`src/rtl/tdm_mux8to1.sv`:
```
// tdm_mux8to1: eight-lane TDM transmitter.
// Captures a frame of eight samples and serializes one slot per clock.
module tdm_mux8to1 #(
  parameter int WIDTH = 1
) (
  input  logic             clk,
  input  logic             rst_n,
  input  logic [WIDTH-1:0] d0,
  input  logic [WIDTH-1:0] d1,
  input  logic [WIDTH-1:0] d2,
  input  logic [WIDTH-1:0] d3,
  input  logic [WIDTH-1:0] d4,
  input  logic [WIDTH-1:0] d5,
  input  logic [WIDTH-1:0] d6,
  input  logic [WIDTH-1:0] d7,
  input  logic             load_valid,
  output logic             load_ready,
  input  logic             abort,
  output logic [WIDTH-1:0] y,
  output logic             s2,
  output logic             s1,
  output logic             s0,
  output logic             y_valid,
  output logic             frame_start,
  output logic             busy
);

  typedef enum logic {
    IDLE,
    SEND
  } state_t;

  state_t                  state;
  state_t                  state_nxt;
  logic [2:0]              slot;
  logic [2:0]              slot_nxt;
  logic [7:0][WIDTH-1:0]   hold;
  logic [7:0][WIDTH-1:0]   hold_nxt;
  logic                    accept;
  logic                    step;
  logic                    last;

  logic [WIDTH-1:0]        y_nxt;
  logic [2:0]              sel_nxt;
  logic                    v_nxt;
  logic                    fs_nxt;
  logic [WIDTH-1:0]        y_q;
  logic [2:0]              sel_q;
  logic                    v_q;
  logic                    fs_q;

  assign last       = (state == SEND) & (slot == 3'd7);
  assign load_ready = ~abort & ((state == IDLE) | last);
  assign accept     = load_valid & load_ready;
  assign step       = ~abort & ~accept & (state == SEND);

  always_comb begin
    state_nxt = state;
    slot_nxt  = slot;
    hold_nxt  = hold;
    unique case (1'b1)
      abort: begin
        state_nxt = IDLE;
        slot_nxt  = '0;
      end
      accept: begin
        state_nxt = SEND;
        slot_nxt  = '0;
        hold_nxt  = {d7, d6, d5, d4, d3, d2, d1, d0};
      end
      step: begin
        if (slot == 3'd7) begin
          state_nxt = IDLE;
          slot_nxt  = '0;
        end else begin
          slot_nxt  = slot + 3'd1;
        end
      end
      default: ;
    endcase
  end

  // Outputs are registered from next-state so slot k shows right after its edge.
  always_comb begin
    v_nxt   = (state_nxt == SEND);
    y_nxt   = '0;
    sel_nxt = '0;
    fs_nxt  = 1'b0;
    if (v_nxt) begin
      y_nxt   = hold_nxt[slot_nxt];
      sel_nxt = slot_nxt;
      fs_nxt  = (slot_nxt == 3'd0);
    end
  end

  always_ff @(posedge clk or negedge rst_n) begin
    if (!rst_n) begin
      state <= IDLE;
      slot  <= '0;
      hold  <= '0;
      y_q   <= '0;
      sel_q <= '0;
      v_q   <= 1'b0;
      fs_q  <= 1'b0;
    end else begin
      state <= state_nxt;
      slot  <= slot_nxt;
      hold  <= hold_nxt;
      y_q   <= y_nxt;
      sel_q <= sel_nxt;
      v_q   <= v_nxt;
      fs_q  <= fs_nxt;
    end
  end

  assign y           = y_q;
  assign s2          = sel_q[2];
  assign s1          = sel_q[1];
  assign s0          = sel_q[0];
  assign y_valid     = v_q;
  assign busy        = v_q;
  assign frame_start = fs_q;

endmodule

```
`config.mk`:
```
export PLATFORM = sky130hd
export DESIGN_NAME = tdm_mux8to1
export DESIGN_NICKNAME = d
export VERILOG_FILES = /design/src/rtl/tdm_mux8to1.sv
export SDC_FILE = /design/constraint.sdc
export NUM_CORES = 1
export LEC_CHECK = 0
export ABC_AREA = 1
export BUFFER_PORTS_ARGS = -buffer_cell sky130_fd_sc_hd__buf_4
export CAP_MARGIN = 20
export CELL_PAD_IN_SITES_DETAIL_PLACEMENT = 0
export CELL_PAD_IN_SITES_GLOBAL_PLACEMENT = 1
export CORE_UTILIZATION = 25
export DETAILED_ROUTE_END_ITERATION = 6
export GPL_TIMING_DRIVEN = 0
export MAX_ROUTING_LAYER = met4
export PLACE_DENSITY = 0.61
export SLEW_MARGIN = 20
export SYNTH_ARGS = -nofsm -noshare
export SYNTH_HDL_FRONTEND = slang
export SYNTH_SLANG_ARGS = --single-unit
```
`constraint.sdc`:
```
create_clock -name clk -period 4.16 [get_ports clk]
set_input_delay 0 -clock clk [delete_from_list [all_inputs] [get_ports clk]]
set_output_delay 0 -clock clk [all_outputs]
set_load 0.1 [all_outputs]
```
==> impl_summary.txt <==
----------------------------------------------------
[CTS]
  Clock input transition at the sequential cells of the worst setup and hold paths ... about 100 ps
  CTS Buf Count ... 3
  Total of cells resized after clock tree synthesis ... 0
  Number of setup buffers added after CTS ... 0
  CTS sink count ... 17
  Number of buffers on the longest clock path ... 2
  Insertion delay of the later-clocked pin in the worst-skew pair ... about 280 ps
  CTS H-tree lvls ... 1
  Root cell of the clock tree ... clkbuf_4
  CTS tree ... built

[Global route]
  Met1 GRT Util ... 14.6%
  Wire length of the first global-routing pass ... 3.08 mm
  Met2 usage ... about a fifth
  Grt ovf ... 0
  Number of antenna violations at the first check in global routing ... 0
  M3 GR Usage ... about 3.2%
  Tot GR Track Use ... a little under an eighth
  Pin count of the biggest net entering global routing ... 18
  Most utilized layer in the global route result ... met2
  Via count of the first global-routing pass ... 673

[Pwr]
  Clock network fraction of total power ... around 20%
  Power, Total ... approximately 0.00043 W
  Internal ... 0.000269 W
  Relative contribution of combinational cells to total power ... ~34%
  Sw power ... between 0.00015 and 0.0002 W
  Leak Pwr ... approximately 0.63 nW
  Peak supply drop ... 0.149 mV
  Switching portion of total power ... between 30 and 40%
  Register share of total power ... 45.6%
  Pwr/cell area ... 373 nW/um2

[Yosys]
  Cell type contributing the most total cell area after synthesis ... dfrtp_1
  Cell variety after synth ... 17
  Total nets after synthesis ... ~110
  Average footprint of a synthesized cell ... ~9.0 um2
  Post-synthesis async set-or-reset flop share ... 100%
  Flop and latch count out of synthesis ... 17
  Warnings from Yosys ... 0
  Mapped cell area ... around 840 um2
  Yosys top cell area share ... between 50% and 60%
  Cell count after synthesis ... 93
  Top cells by area in the synthesized netlist ... dfrtp_1, nand3_1, nand2_1
  Top cells by count, synth ... nand2_1, nand3_1, dfrtp_1, inv_1, nand2_2
  Sequential share of the synthesized area ... between 50% and 60%
  Predominant post-synthesis flop cell ... dfrtp_1
  Count leader, synth ... nand2_1
  Number of enable-type register cells in the synthesized netlist ... 0

[STA]
  Peak clock frequency supported by timing ... between 500 and 600 MHz
  Setup violators final ... 0
  Unrepaired setup endpoints after global routing ... false
  Post-layout minimum cycle time ... around 1800 ps
  Number of hold violations in the final report ... 0
  Portion of the clock cycle consumed by the worst path in the final layout ... 43.2%
  Maximum clock skew at final layout ... approximately 2 ps
  Final Max Slew Viols ... 0
  Transition time at the pin with the least slew margin ... between 200 and 300 ps
  Worst slew margin relative to its limit ... 81.6%
  Post-route setup TNS ... 0 ps

[Layout]
  Proportion of layout cells with a drive suffix above 1 ... 32.0%
  Diodes inserted ... 0
  Final Util ... a little under two fifths
  Final nets ... 140
  Area grow syn2layout ... 37.6%

[Outcome]
  Run status ... completed

[Worst setup path]
  Register-to-register setup slack ... ~2400 ps
  Worst setup SP type ... register
  Worst setup EP type ... register
  Worst Path Max Fanout ... 10
  Critical Path AT ... 2030 ps
  Critical Setup Path Class ... reg -> reg
  Worst endpoint required time ... 4390 ps

[Detailed routing]
  Final routed wire length divided by cell count ... 10.2 um
  Vias/cell ... approximately 4.1
  Count of antenna-violating nets left after detailed routing ... 0
  Vias after detailed routing ... 689
  Initial drt markers ... 22
  Router iterations before antenna repair ... 4
  Drt drc ... 0
  Total length of routed wires ... roughly 1.7 mm

[Floorplanning]
  Height of the die ... around 60 um
  Initial core utilization ... 26.9%
  Overall die width ... 59.8 um
  Number of standard-cell rows in the floorplan ... 20
  I/O pin total ... 20
  Die area ... between 3000 and 4000 um2
  Core Box Area ... 3100 um2

[Placed design]
  DPL Wire Length ... approximately 1.3 mm
  Placer Congestion ... 0.723
  Count of input and output buffers ... 19

[Job]
  Max-cap viol count ... 0

[Worst hold path]
  Hold Path Class ... in -> reg

----------------------------------------------------
## cells in the final DEF (no fill, tap or decap)
| master | count |
|---|---|
| nor2_4 | 1 |
| clkbuf_1 | 1 |
| dlygate4sd3_1 | 9 |
| buf_8 | 1 |
| inv_1 | 11 |
| nand3_2 | 1 |
| nand2_4 | 2 |
| clkbuf_4 | 3 |
| ha_1 | 2 |
| nor3_1 | 1 |
| nand3_1 | 18 |
| o21ai_0 | 1 |
| nand2_2 | 9 |
| nand4_2 | 1 |
| dfrtp_1 | 17 |
| nand4_1 | 3 |
| inv_2 | 2 |
| nor2_1 | 1 |
| buf_4 | 20 |
| nand2_1 | 21 |
## worst paths after layout
kind	from	to	cells after the start
min	abort	hold[2]	4
min in group asynchronous	rst_n	hold[3]	2
min reg2reg	hold[4]	hold[4]	2
max reg2reg	slot[0]	y	12
max in group asynchronous	rst_n	hold[1]	2
max	slot[0]	y	12
## final cells by class
| class | count | area, um2 |
|---|---|---|
| Buffer | 2 | 22.5 |
| Clock buffer | 4 | 26.3 |
| Fill cell | 350 | 1950 |
| Inverter | 13 | 48.8 |
| Multi-Input combinational cell | 61 | 339 |
| Sequential cell | 17 | 425 |
| Tap cell | 44 | 55.1 |
| Timing Repair Buffer | 28 | 233 |
## power by group through the flow
stage | clock [W] | sequential, W | combinational [W]
floorplan | 0 | 0.000233 | 0.0000703
global placement | 0 | 0.000199 | 0.000140
detailed placement | 0 | 0.000199 | 0.000141
finish | 0.0000882 | 0.000195 | 0.000145
CTS | 0.0000920 | 0.000196 | 0.000148
global route | 0.0000971 | 0.000198 | 0.000159
## per-stage QoR
step / instance area, um2 / worst slack [ps] / std cells / hold slack (ps)
6_report: 1150 / 2360 / 169 / 49.0
5_1_grt: 1150 / 2170 / 169 / 56.8
4_1_cts: 1150 / 2350 / 169 / 48.3
3_5_place_dp: 1030 / 2370 / 156 / -120
3_3_place_gp: 1030 / 2370 / 156 / -120
2_1_floorplan: 836 / 1770 / 93 / -296
## routing by layer
metal / share of wire, % / routed length (um)
met1: 48 / 827
met2: 47 / 803
met3: 3.6 / 62
met4: 1.5 / 25
met5: 0 / 0
## state kept, by name (all words and copies together) (netlist names)
signal and count:
busy 1, slot 3, frame_start 1, sel_q 3, hold 8, y 1
## worst max-delay path: stages, from the launching register on
cell and delay [ps]:
dfrtp_1 430, ha_1 220, ha_1 170, inv_1 100
nand2_4 100, nand2_4 120, buf_8 150, nand3_1 100
nand2_1 70, nand3_1 70, nand3_1 80, nand3_1 70
nand2_1 70
## cells by family (layout without fill, tap and decap cells)
family	count (synthesis)	in the layout	share of synthesized area [%]
flops	17	17	50.9
simple gates	58	58	37.0
buf+inv	15	47	8.53
compound gates	1	1	0.598
fa+ha+maj	2	2	2.99
## what timing repair did
item / CTS / global route
hold endpoints to repair: 25 / 0
setup endpoints to repair: 0 / 0
hold buffers: 9 / 0
No activity file was read; power rests on OpenSTA's default activity.
